### config.mk
export PLATFORM = sky130hd
export DESIGN_NAME = ifu_iccm_dma_arb_flat
export DESIGN_NICKNAME = d
export VERILOG_FILES = /design/src/rtl/ifu_iccm_dma_arb_if.sv /design/src/rtl/ifu_iccm_dma_arb.sv /design/src/flat_wrapper.sv
export SDC_FILE = /design/constraint.sdc
export NUM_CORES = 1
export LEC_CHECK = 0
export BUFFER_PORTS_ARGS = -buffer_cell sky130_fd_sc_hd__buf_2
export CAP_MARGIN = 20
export CORE_AREA = 4 4 126 128
export CTS_CLUSTER_SIZE = 24
export DETAILED_ROUTE_END_ITERATION = 12
export DIE_AREA = 0 0 130 132
export SLEW_MARGIN = 20
export SYNTH_ARGS = -nofsm -noshare
export SYNTH_HDL_FRONTEND = slang
export SYNTH_SLANG_ARGS = --single-unit
### constraint.sdc
create_clock -name clk -period 4.3 [get_ports clk]
set_clock_uncertainty 0.15 [all_clocks]
set_input_delay 0.86 -clock clk [delete_from_list [all_inputs] [get_ports clk]]
set_output_delay 0.86 -clock clk [all_outputs]
set_load 0.02 [all_outputs]
### src/rtl/ifu_iccm_dma_arb_if.sv
// ifu_iccm_dma_arb_if: bundles the DMA slave port, the fetch-control handshake and the
// ICCM macro port that the ICCM/DMA arbiter sits between.
//   slave  : the arbiter itself
//   master : the surrounding environment (DMA controller, fetch control, ICCM wrapper)
interface ifu_iccm_dma_arb_if;
  // DMA controller side
  logic        dma_iccm_req;
  logic        dma_iccm_write;
  logic [31:0] dma_iccm_addr;
  logic [63:0] dma_iccm_wdata;
  logic        dma_iccm_gnt;
  logic        dma_iccm_rvalid;
  logic [63:0] dma_iccm_rdata;
  // fetch control side
  logic        ifc_dma_access_ok;
  logic        dma_iccm_stall_any;
  logic        dma_iccm_starve;
  // ICCM macro side
  logic [63:0] iccm_rd_data;
  logic        iccm_dma_rden;
  logic        iccm_dma_wren;
  logic [31:0] iccm_dma_addr;
  logic [63:0] iccm_dma_wdata;

  modport slave (
    input  dma_iccm_req,
    input  dma_iccm_write,
    input  dma_iccm_addr,
    input  dma_iccm_wdata,
    input  ifc_dma_access_ok,
    input  iccm_rd_data,
    output dma_iccm_gnt,
    output iccm_dma_rden,
    output iccm_dma_wren,
    output iccm_dma_addr,
    output iccm_dma_wdata,
    output dma_iccm_rvalid,
    output dma_iccm_rdata,
    output dma_iccm_stall_any,
    output dma_iccm_starve
  );

  modport master (
    output dma_iccm_req,
    output dma_iccm_write,
    output dma_iccm_addr,
    output dma_iccm_wdata,
    output ifc_dma_access_ok,
    output iccm_rd_data,
    input  dma_iccm_gnt,
    input  iccm_dma_rden,
    input  iccm_dma_wren,
    input  iccm_dma_addr,
    input  iccm_dma_wdata,
    input  dma_iccm_rvalid,
    input  dma_iccm_rdata,
    input  dma_iccm_stall_any,
    input  dma_iccm_starve
  );
endinterface

### src/rtl/ifu_iccm_dma_arb.sv
// ifu_iccm_dma_arb: shares the single ICCM array port between instruction fetch and DMA.
// Fetch has priority; DMA only gets the port when fetch control reports it idle. A DMA
// request that waits DMA_MAX_WAIT cycles moves the FSM to STALL, which freezes fetch
// until DMA is served. Reads return with a fixed latency of ICCM_RD_LAT cycles.
// Optional build macro: RV_ICCM_DMA_BURST_EN -- lets STALL serve up to DMA_BURST_MAX
// back-to-back grants before handing the port back to fetch.
module ifu_iccm_dma_arb #(
  parameter int unsigned DMA_MAX_WAIT  = 8,
  parameter int unsigned ICCM_RD_LAT   = 2,
  parameter int unsigned DMA_BURST_MAX = 4
) (
  input logic               clk,
  input logic               rst,
  ifu_iccm_dma_arb_if.slave bus
);

  typedef enum logic [1:0] {
    IDLE  = 2'd0,
    REQ   = 2'd1,
    STALL = 2'd2
  } state_t;

  localparam logic [7:0] WAIT_LIMIT = 8'(DMA_MAX_WAIT - 1);

  state_t                 state_reg, state_next;
  logic [7:0]             wait_cnt_reg, wait_cnt_next;
  logic                   stall_any_reg, starve_reg;
  logic [ICCM_RD_LAT-1:0] rd_pipe_reg;
  logic                   gnt;
  logic                   rd_fire;

`ifdef RV_ICCM_DMA_BURST_EN
  localparam logic [3:0] BURST_LAST = 4'(DMA_BURST_MAX - 1);
  logic [3:0]             burst_cnt_reg, burst_cnt_next;
`endif

  // The low address bits select bytes within the 64-bit word and are dropped.
  logic unused_addr_lsbs;
  assign unused_addr_lsbs = &{1'b0, bus.dma_iccm_addr[2:0]};

  // State register, wait/burst counters and the registered fetch-side outputs.
  always_ff @(posedge clk or posedge rst) begin
    if (rst) begin
      state_reg     <= IDLE;
      wait_cnt_reg  <= '0;
      stall_any_reg <= 1'b0;
      starve_reg    <= 1'b0;
`ifdef RV_ICCM_DMA_BURST_EN
      burst_cnt_reg <= '0;
`endif
    end else begin
      state_reg     <= state_next;
      wait_cnt_reg  <= wait_cnt_next;
      stall_any_reg <= (state_next == STALL);
      starve_reg    <= (state_reg == REQ) && (state_next == STALL);
`ifdef RV_ICCM_DMA_BURST_EN
      burst_cnt_reg <= burst_cnt_next;
`endif
    end
  end

  // Next-state and counter update.
  always_comb begin
    state_next    = state_reg;
    wait_cnt_next = wait_cnt_reg;
`ifdef RV_ICCM_DMA_BURST_EN
    burst_cnt_next = burst_cnt_reg;
`endif
    case (state_reg)
      IDLE: begin
        wait_cnt_next = '0;
        if (bus.dma_iccm_req) begin
          state_next = REQ;
        end
      end
      REQ: begin
        if (gnt) begin
          // A grant on the limit cycle wins: no STALL, no starve pulse.
          state_next    = IDLE;
          wait_cnt_next = '0;
        end else begin
          if (wait_cnt_reg == WAIT_LIMIT) begin
            state_next = STALL;
`ifdef RV_ICCM_DMA_BURST_EN
            burst_cnt_next = '0;
`endif
          end
          if (wait_cnt_reg != 8'hFF) begin
            wait_cnt_next = wait_cnt_reg + 8'd1;
          end
        end
      end
      STALL: begin
`ifdef RV_ICCM_DMA_BURST_EN
        if (gnt) begin
          wait_cnt_next = '0;
          if (burst_cnt_reg < BURST_LAST) begin
            burst_cnt_next = burst_cnt_reg + 4'd1;
          end else begin
            state_next = IDLE;
          end
        end else if (!bus.dma_iccm_req) begin
          // DMA has nothing more queued; give the port back to fetch.
          state_next = IDLE;
        end
`else
        if (gnt) begin
          state_next    = IDLE;
          wait_cnt_next = '0;
        end else if (!bus.dma_iccm_req) begin
          state_next = IDLE;
        end
`endif
      end
      default: begin
        state_next    = IDLE;
        wait_cnt_next = '0;
      end
    endcase
  end

  // Grant, ICCM strobes and address/data; address and data are zero when not granted.
  always_comb begin
    gnt     = bus.dma_iccm_req & bus.ifc_dma_access_ok &
              ((state_reg == REQ) | (state_reg == STALL));
    rd_fire = gnt & ~bus.dma_iccm_write;
    bus.dma_iccm_gnt  = gnt;
    bus.iccm_dma_rden = rd_fire;
    bus.iccm_dma_wren = gnt & bus.dma_iccm_write;
    bus.iccm_dma_addr = gnt ? {bus.dma_iccm_addr[31:3], 3'b000} : 32'h0;
    bus.iccm_dma_wdata = (gnt & bus.dma_iccm_write) ? bus.dma_iccm_wdata : 64'h0;
    bus.dma_iccm_rvalid = rd_pipe_reg[ICCM_RD_LAT-1];
    bus.dma_iccm_rdata  = rd_pipe_reg[ICCM_RD_LAT-1] ? bus.iccm_rd_data : 64'h0;
    bus.dma_iccm_stall_any = stall_any_reg;
    bus.dma_iccm_starve    = starve_reg;
  end

  // One valid bit per outstanding read so back-to-back reads return in order, gap-free.
  always_ff @(posedge clk or posedge rst) begin
    if (rst) begin
      rd_pipe_reg <= '0;
    end else begin
      rd_pipe_reg[0] <= rd_fire;
      for (int i = 1; i < int'(ICCM_RD_LAT); i++) begin
        rd_pipe_reg[i] <= rd_pipe_reg[i-1];
      end
    end
  end

`ifndef SYNTHESIS
  // DMA must hold its request until it is granted.
  req_held_until_gnt : assert property (
    @(posedge clk) disable iff (rst)
    (bus.dma_iccm_req && !gnt) |=> bus.dma_iccm_req
  );
`endif

endmodule
### src/flat_wrapper.sv
// flat-port wrapper written by rule: the top's interface ports become plain ports
module ifu_iccm_dma_arb_flat 
#(
  parameter int unsigned DMA_MAX_WAIT  = 8,
  parameter int unsigned ICCM_RD_LAT   = 2,
  parameter int unsigned DMA_BURST_MAX = 4
)
  (clk, rst, bus_dma_iccm_req, bus_dma_iccm_write, bus_dma_iccm_addr, bus_dma_iccm_wdata, bus_ifc_dma_access_ok, bus_iccm_rd_data, bus_dma_iccm_gnt, bus_iccm_dma_rden, bus_iccm_dma_wren, bus_iccm_dma_addr, bus_iccm_dma_wdata, bus_dma_iccm_rvalid, bus_dma_iccm_rdata, bus_dma_iccm_stall_any, bus_dma_iccm_starve);
  ifu_iccm_dma_arb_if bus_i ();
  input logic clk;
  input logic rst;
  input wire logic [$bits(bus_i.dma_iccm_req)-1:0] bus_dma_iccm_req;
  input wire logic [$bits(bus_i.dma_iccm_write)-1:0] bus_dma_iccm_write;
  input wire logic [$bits(bus_i.dma_iccm_addr)-1:0] bus_dma_iccm_addr;
  input wire logic [$bits(bus_i.dma_iccm_wdata)-1:0] bus_dma_iccm_wdata;
  input wire logic [$bits(bus_i.ifc_dma_access_ok)-1:0] bus_ifc_dma_access_ok;
  input wire logic [$bits(bus_i.iccm_rd_data)-1:0] bus_iccm_rd_data;
  output wire logic [$bits(bus_i.dma_iccm_gnt)-1:0] bus_dma_iccm_gnt;
  output wire logic [$bits(bus_i.iccm_dma_rden)-1:0] bus_iccm_dma_rden;
  output wire logic [$bits(bus_i.iccm_dma_wren)-1:0] bus_iccm_dma_wren;
  output wire logic [$bits(bus_i.iccm_dma_addr)-1:0] bus_iccm_dma_addr;
  output wire logic [$bits(bus_i.iccm_dma_wdata)-1:0] bus_iccm_dma_wdata;
  output wire logic [$bits(bus_i.dma_iccm_rvalid)-1:0] bus_dma_iccm_rvalid;
  output wire logic [$bits(bus_i.dma_iccm_rdata)-1:0] bus_dma_iccm_rdata;
  output wire logic [$bits(bus_i.dma_iccm_stall_any)-1:0] bus_dma_iccm_stall_any;
  output wire logic [$bits(bus_i.dma_iccm_starve)-1:0] bus_dma_iccm_starve;
  assign bus_i.dma_iccm_req = bus_dma_iccm_req;
  assign bus_i.dma_iccm_write = bus_dma_iccm_write;
  assign bus_i.dma_iccm_addr = bus_dma_iccm_addr;
  assign bus_i.dma_iccm_wdata = bus_dma_iccm_wdata;
  assign bus_i.ifc_dma_access_ok = bus_ifc_dma_access_ok;
  assign bus_i.iccm_rd_data = bus_iccm_rd_data;
  assign bus_dma_iccm_gnt = bus_i.dma_iccm_gnt;
  assign bus_iccm_dma_rden = bus_i.iccm_dma_rden;
  assign bus_iccm_dma_wren = bus_i.iccm_dma_wren;
  assign bus_iccm_dma_addr = bus_i.iccm_dma_addr;
  assign bus_iccm_dma_wdata = bus_i.iccm_dma_wdata;
  assign bus_dma_iccm_rvalid = bus_i.dma_iccm_rvalid;
  assign bus_dma_iccm_rdata = bus_i.dma_iccm_rdata;
  assign bus_dma_iccm_stall_any = bus_i.dma_iccm_stall_any;
  assign bus_dma_iccm_starve = bus_i.dma_iccm_starve;
  ifu_iccm_dma_arb #(.DMA_MAX_WAIT(DMA_MAX_WAIT), .ICCM_RD_LAT(ICCM_RD_LAT), .DMA_BURST_MAX(DMA_BURST_MAX)) u_core (.clk(clk), .rst(rst), .bus(bus_i));
endmodule
Word-level counts from Yosys, hierarchy flattened
Cells that the tools add are included.
Widths: inputs -> output; s select.
{ "word_totals": {"register_bits": 14, "latchBits": 0, "ram_bits": 0, "mem_bits_ro": 0, "output_inout_bits": 166, "n_memories": 0} }
{ "classes": {"addsub": 1, "n_mul": 0, "n_div": 0, "magnitude_cmp": 0, "n_eq_ne": 7, "shifts": 0, "muxes": 13, "n_bitwise": 6, "reduce_logical": 3} }
{ "ops": {"columns": ["op", "n"], "rows": [
  ["$mux 64", 2],
  ["$mux 32", 1],
  ["$mux 8", 3],
  ["$pmux 8 s2", 1],
  ["$mux 2", 5],
  ["$add 8x1->8 const B", 1],
  ["$eq 8x3->1 const B", 1],
  ["$ne 8x8->1 const B", 1],
  ["$pmux 2 s3", 1],
  ["$and 1x1->1", 4],
  ["$eq 2x2->1 const B", 2],
  ["$ne 3x2->1 const B", 1],
  ["$eq 2x1->1 const B", 1],
  ["$logic_not 2->1", 1],
  ["$ne 2x2->1 const B", 1],
  ["$reduce_and 2->1", 1],
  ["$logic_and 1x1->1", 1],
  ["$not 1->1", 1],
  ["$or 1x1->1", 1]
]} }

Logic depth before layout (Yosys ltp)
Gate-level depths: netlist of the first run.
{ "logic_depth": {"depth_word": 7, "ltp_mapped": 7, "depth_no_buf": 7} }

Worst setup path before layout of the first run
No wires, ideal clock.
{ "synth_path": {"path_kind": "input to output", "startpoint": "in bus_ifc_dma_access_ok", "endpoint": "out bus_iccm_dma_wdata[34]", "t_arrival_ps": 1827, "required_ps": 3290, "setup_slack_ps": 1463, "path_stages": 5, "cell_sequence": "nand3_1 inv_2 clkbuf_1 clkbuf_1 and3_1"} }
{ "synth_between": {"elab_chain_cells": 4} }
{ "synth_lines": {"columns": ["item", "line_no", "rtl"], "rows": [
  ["from (decl)", "flat_wrapper.sv:16", "input wire logic [$bits(bus_i.ifc_dma_access_ok)-1:0] bus_ifc_dma_access_ok;"],
  ["$and 1x1->1 (2 in a row)", "ifu_iccm_dma_arb.sv:124", "gnt = bus.dma_iccm_req & bus.ifc_dma_access_ok &"],
  ["$and 1x1->1", "ifu_iccm_dma_arb.sv:131", "bus.iccm_dma_wdata = (gnt & bus.dma_iccm_write) ? bus.dma_iccm_wdata : 64'h0;"],
  ["$mux 64", "ifu_iccm_dma_arb.sv:131", null],
  ["to (decl)", "flat_wrapper.sv:22", "output wire logic [$bits(bus_i.iccm_dma_wdata)-1:0] bus_iccm_dma_wdata;"]
]} }
Every way passes these cells.

Worst setup path in the final report of the first run
{ "layout_path": {"startpoint": "reg u_core.state_reg[0]", "endpoint": "out bus_iccm_dma_wdata[60]"} }
{ "layout_between": {"elab_chain_cells": 5, "word_cells_on_any_way": 6, "classes_between": "eq/ne (2); mux (1); bitwise (3)"} }
{ "layout_lines": {"columns": ["item", "line_no", "rtl"], "rows": [
  ["from (decl)", "ifu_iccm_dma_arb.sv:25", "state_t state_reg, state_next;"],
  ["from (signal assigned)", "ifu_iccm_dma_arb.sv:52", "state_reg <= state_next;"],
  ["$eq 2x1->1 / $eq 2x2->1 (equally long branches)", "ifu_iccm_dma_arb.sv:125", "((state_reg == REQ) | (state_reg == STALL));"],
  ["$or 1x1->1 (*)", "ifu_iccm_dma_arb.sv:125", null],
  ["$and 1x1->1 (*)", "ifu_iccm_dma_arb.sv:124", null],
  ["$and 1x1->1 (*)", "ifu_iccm_dma_arb.sv:131", null],
  ["$mux 64 (*)", "ifu_iccm_dma_arb.sv:131", null]
]} }
Every way passes the cells marked *; elsewhere a longest branch is shown, timed or not.

==> results.yml, run 1 <==
power_and_ir_drop:
  ir_drop_mv: 0.105
  p_per_area_nw_per_um2: 224
  leakagePower_nw: 2.63
clock_tree:
  cts_resized: 0
  clk_pin_slew_ns: 0.05
  ctsHoldBuffers: 0
  clock-sinks: 14
  numCtsBuffers: 3
  clk_latency_ns: 0.25
  clockBufferDepth: 2
  cts_tree: "yes"
  post_cts_buffers: 0
  clock-root-buffer: "clkbuf_16"
  h-tree-depth: 1
layout:
  largest_reg_flops: 8
  n_fill_cell: 1700
  multi_input_area_um2: 1410
  fin_cells: 763
  diodes: 0
  nNetsFinal: 746
  drive_above_1_share_pct: 58.8
  area_growth_pct: 97.7
  seqCellArea_um2: 350
synth:
  synth_mux_area_share_pct: 1.12
  synth_warnings: 0
  synthTopCellsByArea: "and2_1 (31%), and3_1 (21%), dfrtp_1 (18%)"
  synth_edf_count: 0
  synth.distinct_cells: 36
  synth_flop_cell: "dfrtp_1"
  yosys.area_share.simple_pct: 60.3
  avgSynthCellArea_um2: 7.07
  synthAdderAreaFrac_pct: 3.29
  yosysTopAreaCell: "and2_1"
  yosysMostFrequentCell: "and2_1"
  synth-seq-area-share_pct: 18.4
  synth-xor-area-share_pct: 0
  synthArstFlopShare_pct: 100
  synth_top_area_share_pct: 31.2
  syn_area_um2: 1900
  synth_compound_area_share_pct: 9.01
  synth_common_cells: "and2_1 (95), and3_1 (64), clkbuf_1 (24), dfrtp_1 (14), nand2_1 (8)"
  ys_seq_elements: 14
  synthesis.instances: 269
  synth_top_family_by_area: "simple AND/OR/NAND/NOR gates"
route:
  wl_per_cell_um: 15.0
  vias: 3079
  postRouteAntennaNets: 0
  dr.first_iter.drc_count: 59
  first_pass_iters: 4
  routed_wl_um: 11500
  viasPerCell: 4.04
  remaining_drc_errors: 0
global_route:
  grt_max_degree: 67
  grt_pass1_vias: 2846
  antenna_found_initial: 6
  grt_pass1_wl_um: 15600
  gr-total-overflow: 0
  grt_usage_pct: 11.9
placement:
  place_inst: 759
  place_hpwl_um: 10300
  place.gp.congestion: 0.772
  io_buffers: 324
floorplan:
  die_area_um2: 17200
  ios: 331
  die_y_um: 132
  die_x_um: 130
  design.core.area_um2: 14900
  rows: 45
  initial_core_util_pct: 12.8
critical_path:
  arrival_ns: 2.36
  max_stage_delay_ns: 0.46
  critPathMaxFanout: 44
  cp_top_family: "buffers and inverters"
  timing.critical_path.buf_inv: 4
  crit_type: "reg -> out"
  cp_slowest_cell: "inv_2"
  cp-end-kind: "output pin"
  crit_required_ns: 3.29
  cp_cell_sequence: "inv_1 > ha_1 > nand3_1 > inv_2 > buf_4 > and3_1 > buf_2"
  startpoint_type: "flip-flop"
sta:
  fmax_ghz: 0.296
  finalMaxSlewViolations: 0
  tns_ns: 0
  worst_pin_slew_ns: 0.821
  setup_violations: 0
  final.period_utilization_pct: 78.4
  rsz0062_at_grt: "no"
  maxSlewHeadroom_pct: 45.2
  whs_ns: 0.200
  fin_crit_ns: 3.37
  hold_violations: 0
run:
  maxCapViolCount: 0
worst_hold_path:
  hold_class: "reg -> reg"
run_status:
  status: "finished clean"
==> worst register-to-register path, stage by stage (launching register included) <==
cell,delay (ns)
dfrtp_1,0.41
inv_1,0.08
ha_1,0.32
nand3_1,0.14
inv_2,0.46
nor2_1,0.21
a211oi_1,0.32
mux2i_1,0.21
==> metrics by stage <==
stage / instance area, um2 / worst slack (ns) / total power [mW] / util (%)
2_1_floorplan: 1910 / 1.46 / 0.460 / -
3_3_place_gp: 3670 / 1.02 / 0.649 / 24.7
3_5_place_dp: 3670 / 0.996 / 0.654 / 24.7
4_1_cts: 3760 / 0.934 / 0.852 / 25.3
5_1_grt: 3760 / 0.718 / 0.899 / 25.3
6_report: 3760 / 0.927 / 0.841 / 25.3
==> area by class of cell <==
type	count	area share [%]
clock buffers	4	2.36
inverters	6	0.599
multi-input cells	223	37.6
flip-flops and latches	14	9.31
well taps	188	6.25
repair buffers	328	43.9
==> placed cells by master (no fill, tap or decap), drive strengths merged, types with 3 or more instances in the layout <==
cell,netlist,layout
dfrtp,14,14
and3,64,64
a31oi,3,3
a211oi,3,3
nand2,8,8
clkbuf,24,4
a21oi,6,6
conb,1,3
nor3,4,4
nand3,5,5
nor2,6,6
ha,5,5
and2,95,95
o21ai,5,5
inv,6,6
buf,4,328
==> power by group <==
group | total, mW | switching [mW] | internal (mW) | leakage (nW)
clock | 0.195 | 0.0545 | 0.141 | 0.0442
sequential | 0.161 | 0.0144 | 0.147 | 0.191
combinational | 0.485 | 0.294 | 0.191 | 2.39
total | 0.841 | 0.363 | 0.478 | 2.63
==> path summary, 6_finish.rpt <==
| path | from | end | slack, ns | depth (start not counted) |
|---|---|---|---|---|
| min in group asynchronous | rst | u_core.rd_pipe_reg[0] | 0.50 | 2 |
| worst max-delay path | u_core.state_reg[0] | bus_iccm_dma_wdata[60] | 0.93 | 7 |
| max in group asynchronous | rst | u_core.bus.dma_iccm_starve | 3.14 | 2 |
| worst min-delay path | u_core.rd_pipe_reg[0] | u_core.rd_pipe_reg[1] | 0.20 | 0 |
| worst max register to register | u_core.state_reg[0] | u_core.wait_cnt_reg[3] | 1.92 | 7 |
| worst min register to register | u_core.rd_pipe_reg[0] | u_core.rd_pipe_reg[1] | 0.20 | 0 |
==> metal layers <==
layer  part of all wire, %  up-vias  track usage, %
met2                    52      221            24.2
met1                    33     1327            11.5
met5                  0.19        -               0
met3                    13       20            3.24
li1                      -     1507               -
met4                   1.6        4            2.31
==> cell families after synthesis <==
group | after synthesis
mux | 2
fa+ha+maj | 5
simple gates | 189
buf+inv | 34
other cells | 1
compound gates | 24
flops | 14
Note: power is estimated with default switching activity, not from simulation.
==> run 2, diff against run 1 <==
==> constraint.sdc (replaced) <==
create_clock -name clk -period 2.8 [get_ports clk]
set_clock_uncertainty 0.15 [all_clocks]
set_input_delay 0.56 -clock clk [delete_from_list [all_inputs] [get_ports clk]]
set_output_delay 0.56 -clock clk [all_outputs]
set_load 0.02 [all_outputs]
==> results.yml, run 2 (synthesis gave the netlist of run 1 again) <==
run_status:
  status: "finished clean"
sta:
  finalMaxSlewViolations: 0
  final.period_utilization_pct: 92.6
  hold_violations: 0
  rsz0062_at_grt: "no"
  tns_ns: 0
  fin_crit_ns: 2.59
  maxSlewHeadroom_pct: 63.9
  whs_ns: 0.195
  fmax_ghz: 0.386
  fin_ws_ns: 0.206
  setup_violations: 0
  worst_pin_slew_ns: 0.542
layout:
  diodes: 0
  fin_area_um2: 3820
  nNetsFinal: 750
  largest_reg_flops: 8
  layout_common_cells: "buf_2 (324), and2_1 (95), and3_1 (64)"
  final_common_cell: "buf_2"
  n_fill_cell: 1672
  drive_above_1_share_pct: 59.2
  area_growth_pct: 101
  post-route-util_pct: 25.7
  fin_cells: 766
critical_path:
  reg2regPathDepth: 8
  crit_required_ns: 2.09
  arrival_ns: 1.88
  critPathMaxFanout: 56
  worstReg2RegStart: "u_core.state_reg[0]"
  crit_type: "reg -> out"
  r2r-end: "u_core.wait_cnt_reg[7]"
  startpoint_type: "flip-flop"
  r2r_slack_ns: 0.64
  cp-end-kind: "output pin"
clock_tree:
  cts_tree: "yes"
  clk_pin_slew_ns: 0.04
  clk_latency_ns: 0.24
  clock-root-buffer: "clkbuf_16"
  clock-sinks: 14
  clockBufferDepth: 2
  numCtsBuffers: 3
  h-tree-depth: 1
worst_hold_path:
  min_from: "u_core.rd_pipe_reg[0]"
  hold_path_depth: 0
  hold_class: "reg -> reg"
  hold_end: "u_core.rd_pipe_reg[1]"
route:
  remaining_drc_errors: 0
  viasPerCell: 4.05
  routed_wl_um: 11500
  vias: 3101
  postRouteAntennaNets: 0
  wl_per_cell_um: 15.0
  first_pass_iters: 4
  dr.first_iter.drc_count: 82
floorplan:
  design.core.area_um2: 14900
  initial_core_util_pct: 12.8
  die_area_um2: 17200
  die_x_um: 130
  ios: 331
  die_y_um: 132
  rows: 45
run:
  maxCapViolCount: 0
global_route:
  grt_max_degree: 66
  grt_pass1_wl_um: 15800
  antenna_found_initial: 6
  gr-total-overflow: 0
  grt_usage_pct: 11.9
  grt_pass1_vias: 2864
placement:
  pre_cts_slack_ns: 0.323
  place_inst: 761
  io_buffers: 324
  place_hpwl_um: 10300
  place.gp.congestion: 0.858
  place_area_um2: 3710
power_and_ir_drop:
  total_power_mw: 1.28
  p_per_area_nw_per_um2: 336
  leakagePower_nw: 2.65
  ir_drop_mv: 0.142
-- run 2: cell types whose count changed in the layout (fill, tap and decap cells not counted) --
cell,before,now
nand3_2,0,1
inv_2,1,0
buf_16,0,1
clkinv_4,0,1
buf_12,0,1
buf_4,4,6
clkbuf_8,1,0
nand3_1,5,4
-- run 2: where the power goes --
group	total (mW)	internal, mW	switching, mW
logic	0.780	0.315	0.465
clock network	0.258	0.186	0.0722
registers	0.245	0.225	0.0201
total	1.28	0.726	0.557
-- run 2: what timing repair did --
item,CTS,global route
endpoints found under the setup margin,0,68
hold buffers,0,0
buffers inserted,0,2
resized for setup,0,4
-- run 2: critical path, cell delays in order (launching register included) --
cell	delay [ns]
dfrtp_1	0.39
inv_1	0.08
ha_1	0.33
nand3_2	0.13
clkinv_4	0.13
buf_16	0.20
and3_1	0.20
buf_2	0.16
-- run 2: layer usage --
layer	part of all wire (%)	vias to the layer above	GRT usage [%]
li1	-	1518	-
met1	33	1347	11.9
met2	53	212	24.1
met3	12	20	2.92
met4	1.7	4	2.42
met5	0.23	-	0
-- run 2: how the worst max path moves through the flow --
stage / start / depth (start not counted) / end
after floorplan: u_core.state_reg[0] / 7 / bus_iccm_dma_wdata[34]
after global placement: u_core.state_reg[1] / 7 / bus_iccm_dma_wdata[39]
after detailed placement: u_core.state_reg[1] / 7 / bus_iccm_dma_wdata[59]
after CTS: u_core.state_reg[1] / 7 / bus_iccm_dma_wdata[59]
after global routing: u_core.state_reg[1] / 7 / bus_iccm_dma_wdata[59]
final: u_core.state_reg[0] / 7 / bus_iccm_dma_wdata[59]
-- run 2: layout make-up --
| type | count | area [um2] | share of cell area [%] |
|---|---|---|---|
| repair buffers | 332 | 1710 | 44.9 |
| multi-input cells | 223 | 1420 | 37.1 |
| flip-flops and latches | 14 | 350 | 9.17 |
| well taps | 188 | 235 | 6.16 |
| clock buffers | 3 | 75.1 | 1.96 |
| inverters | 6 | 27.5 | 0.720 |
==> run 3, diff against run 2 <==
--- a/config.mk
+++ b/config.mk
@@ -7,10 +7,10 @@
 export LEC_CHECK = 0
 export BUFFER_PORTS_ARGS = -buffer_cell sky130_fd_sc_hd__buf_2
 export CAP_MARGIN = 20
-export CORE_AREA = 4 4 126 128
+export CORE_AREA = 4 4 127 129
 export CTS_CLUSTER_SIZE = 24
 export DETAILED_ROUTE_END_ITERATION = 12
-export DIE_AREA = 0 0 130 132
+export DIE_AREA = 0 0 131 133
 export SLEW_MARGIN = 20
 export SYNTH_ARGS = -nofsm -noshare
 export SYNTH_HDL_FRONTEND = slang
==> constraint.sdc (replaced) <==
create_clock -name clk -period 2.6 [get_ports clk]
set_clock_uncertainty 0.15 [all_clocks]
set_input_delay 0.52 -clock clk [delete_from_list [all_inputs] [get_ports clk]]
set_output_delay 0.52 -clock clk [all_outputs]
set_load 0.05 [all_outputs]
==> results.yml, run 3 (synthesis gave the netlist of run 1 again) <==
run_status:
  status: "finished clean"
critical_path:
  reg2regPathDepth: 8
  cp-end-kind: "output pin"
  worstReg2RegStart: "u_core.state_reg[0]"
  r2r-end: "u_core.wait_cnt_reg[7]"
  arrival_ns: 1.83
  r2r_slack_ns: 0.52
  critPathMaxFanout: 13
  crit_required_ns: 1.93
  startpoint_type: "flip-flop"
  crit_type: "reg -> out"
floorplan:
  rows: 45
  initial_core_util_pct: 12.7
  design.core.area_um2: 15000
  die_x_um: 131
  ios: 331
  die_area_um2: 17400
  die_y_um: 133
sta:
  setup_violations: 0
  fin_crit_ns: 2.50
  worst_pin_slew_ns: 0.529
  finalMaxSlewViolations: 0
  rsz0062_at_grt: "yes"
  tns_ns: 0
  maxSlewHeadroom_pct: 64.7
  hold_violations: 0
  final.period_utilization_pct: 96.0
  fmax_ghz: 0.400
run:
  maxCapViolCount: 0
route:
  remaining_drc_errors: 0
  postRouteAntennaNets: 0
  first_pass_iters: 4
  viasPerCell: 4.05
  routed_wl_um: 11700
  vias: 3126
  wl_per_cell_um: 15.2
  dr.first_iter.drc_count: 81
clock_tree:
  clk_pin_slew_ns: 0.04
  clockBufferDepth: 2
  cts_tree: "yes"
  h-tree-depth: 1
  ctsHoldBuffers: 0
  clk_latency_ns: 0.24
  clock-sinks: 14
  numCtsBuffers: 3
  clock-root-buffer: "clkbuf_16"
layout:
  layout_common_cells: "buf_2 (250), and2_1 (95), and3_1 (63)"
  fin_cells: 771
  area_growth_pct: 124
  nNetsFinal: 751
  largest_reg_flops: 8
  drive_above_1_share_pct: 60.0
  post-route-util_pct: 28.4
  final_common_cell: "buf_2"
placement:
  io_buffers: 324
  place.gp.congestion: 0.783
  place_hpwl_um: 9580
  place_inst: 760
global_route:
  antenna_found_initial: 4
  grt_pass1_vias: 2996
  grt_pass1_wl_um: 16400
  gr-total-overflow: 0
  grt_usage_pct: 11.9
  grt_max_degree: 67
power_and_ir_drop:
  seqPwrFrac_pct: 14.2
  power.internal_mw: 0.908
  p_per_area_nw_per_um2: 433
  leakagePower_nw: 2.71
  netSwitchingPower_mw: 0.942
  ir_drop_mv: 0.237
  pwr-share-clk_pct: 17.2
  power_switching_share_pct: 50.9
  combPwrFrac_pct: 68.6
worst_hold_path:
  hold_class: "in -> async"
==> run 3: worst max-delay path by stage <==
stage / from / depth (start not counted) / slack, ns / endpoint
final: u_core.state_reg[0] / 7 / 0.10 / bus_iccm_dma_wdata[55]
after global routing: u_core.state_reg[1] / 7 / -0.02 / bus_iccm_dma_wdata[55]
after CTS: u_core.state_reg[0] / 7 / 0.02 / bus_iccm_dma_wdata[63]
after detailed placement: u_core.state_reg[0] / 7 / 0.17 / bus_iccm_dma_wdata[18]
after global placement: u_core.state_reg[0] / 7 / 0.18 / bus_iccm_dma_addr[8]
after floorplan: u_core.state_reg[0] / 7 / 0.02 / bus_iccm_dma_wdata[34]
==> run 3: per-stage QoR <==
stage | worst slack, ns | instance area [um2] | hold WS, ns | power (mW)
floorplan | 0.0177 | 1910 | 0.181 | 1.07
global placement | 0.176 | 3840 | 0.183 | 1.41
detailed placement | 0.166 | 3840 | 0.186 | 1.41
CTS | 0.0198 | 4190 | 0.190 | 1.85
global route | -0.0174 | 4270 | 0.207 | 1.97
finish | 0.103 | 4270 | 0.160 | 1.85
==> run 3: power groups by stage <==
stage | Sequential [mW] | Clock, mW | Combinational, mW
after floorplan | 0.267 | 0 | 0.802
after global placement | 0.267 | 0 | 1.14
after detailed placement | 0.268 | 0 | 1.15
after global routing | 0.265 | 0.342 | 1.36
after CTS | 0.261 | 0.326 | 1.27
final | 0.263 | 0.318 | 1.27
==> run 3: worst max-delay path, cell delays in order (launching register included) <==
cell and delay [ns]:
dfrtp_1 0.38, inv_2 0.07, ha_4 0.27, nand3_2 0.12, clkinv_4 0.14, buf_4 0.20, and3_1 0.17, clkbuf_4 0.23
==> run 3: area by class of cell <==
type | instances | area [um2]
clock buffer | 4 | 88.8
inverter | 6 | 27.5
timing repair buffer | 333 | 2120
sequential | 14 | 350
tap | 188 | 235
multi-input combinational | 223 | 1440
fill | 1651 | 10800
antenna | 3 | 7.51
==> run 3: layer usage <==
metal | share of wire [%] | routed length, um | track usage [%]
met1 | 34 | 3960 | 12.3
met2 | 53 | 6160 | 22.5
met3 | 11 | 1280 | 3.27
met4 | 2.5 | 294 | 4.06
met5 | 0 | 0 | 0
==> run 3: timing repair <==
action                     in CTS  in global routing
resized for setup              69                 25
setup endpoints to repair      82                 27
setup buffers                   2                  0
cloned                          2                  0
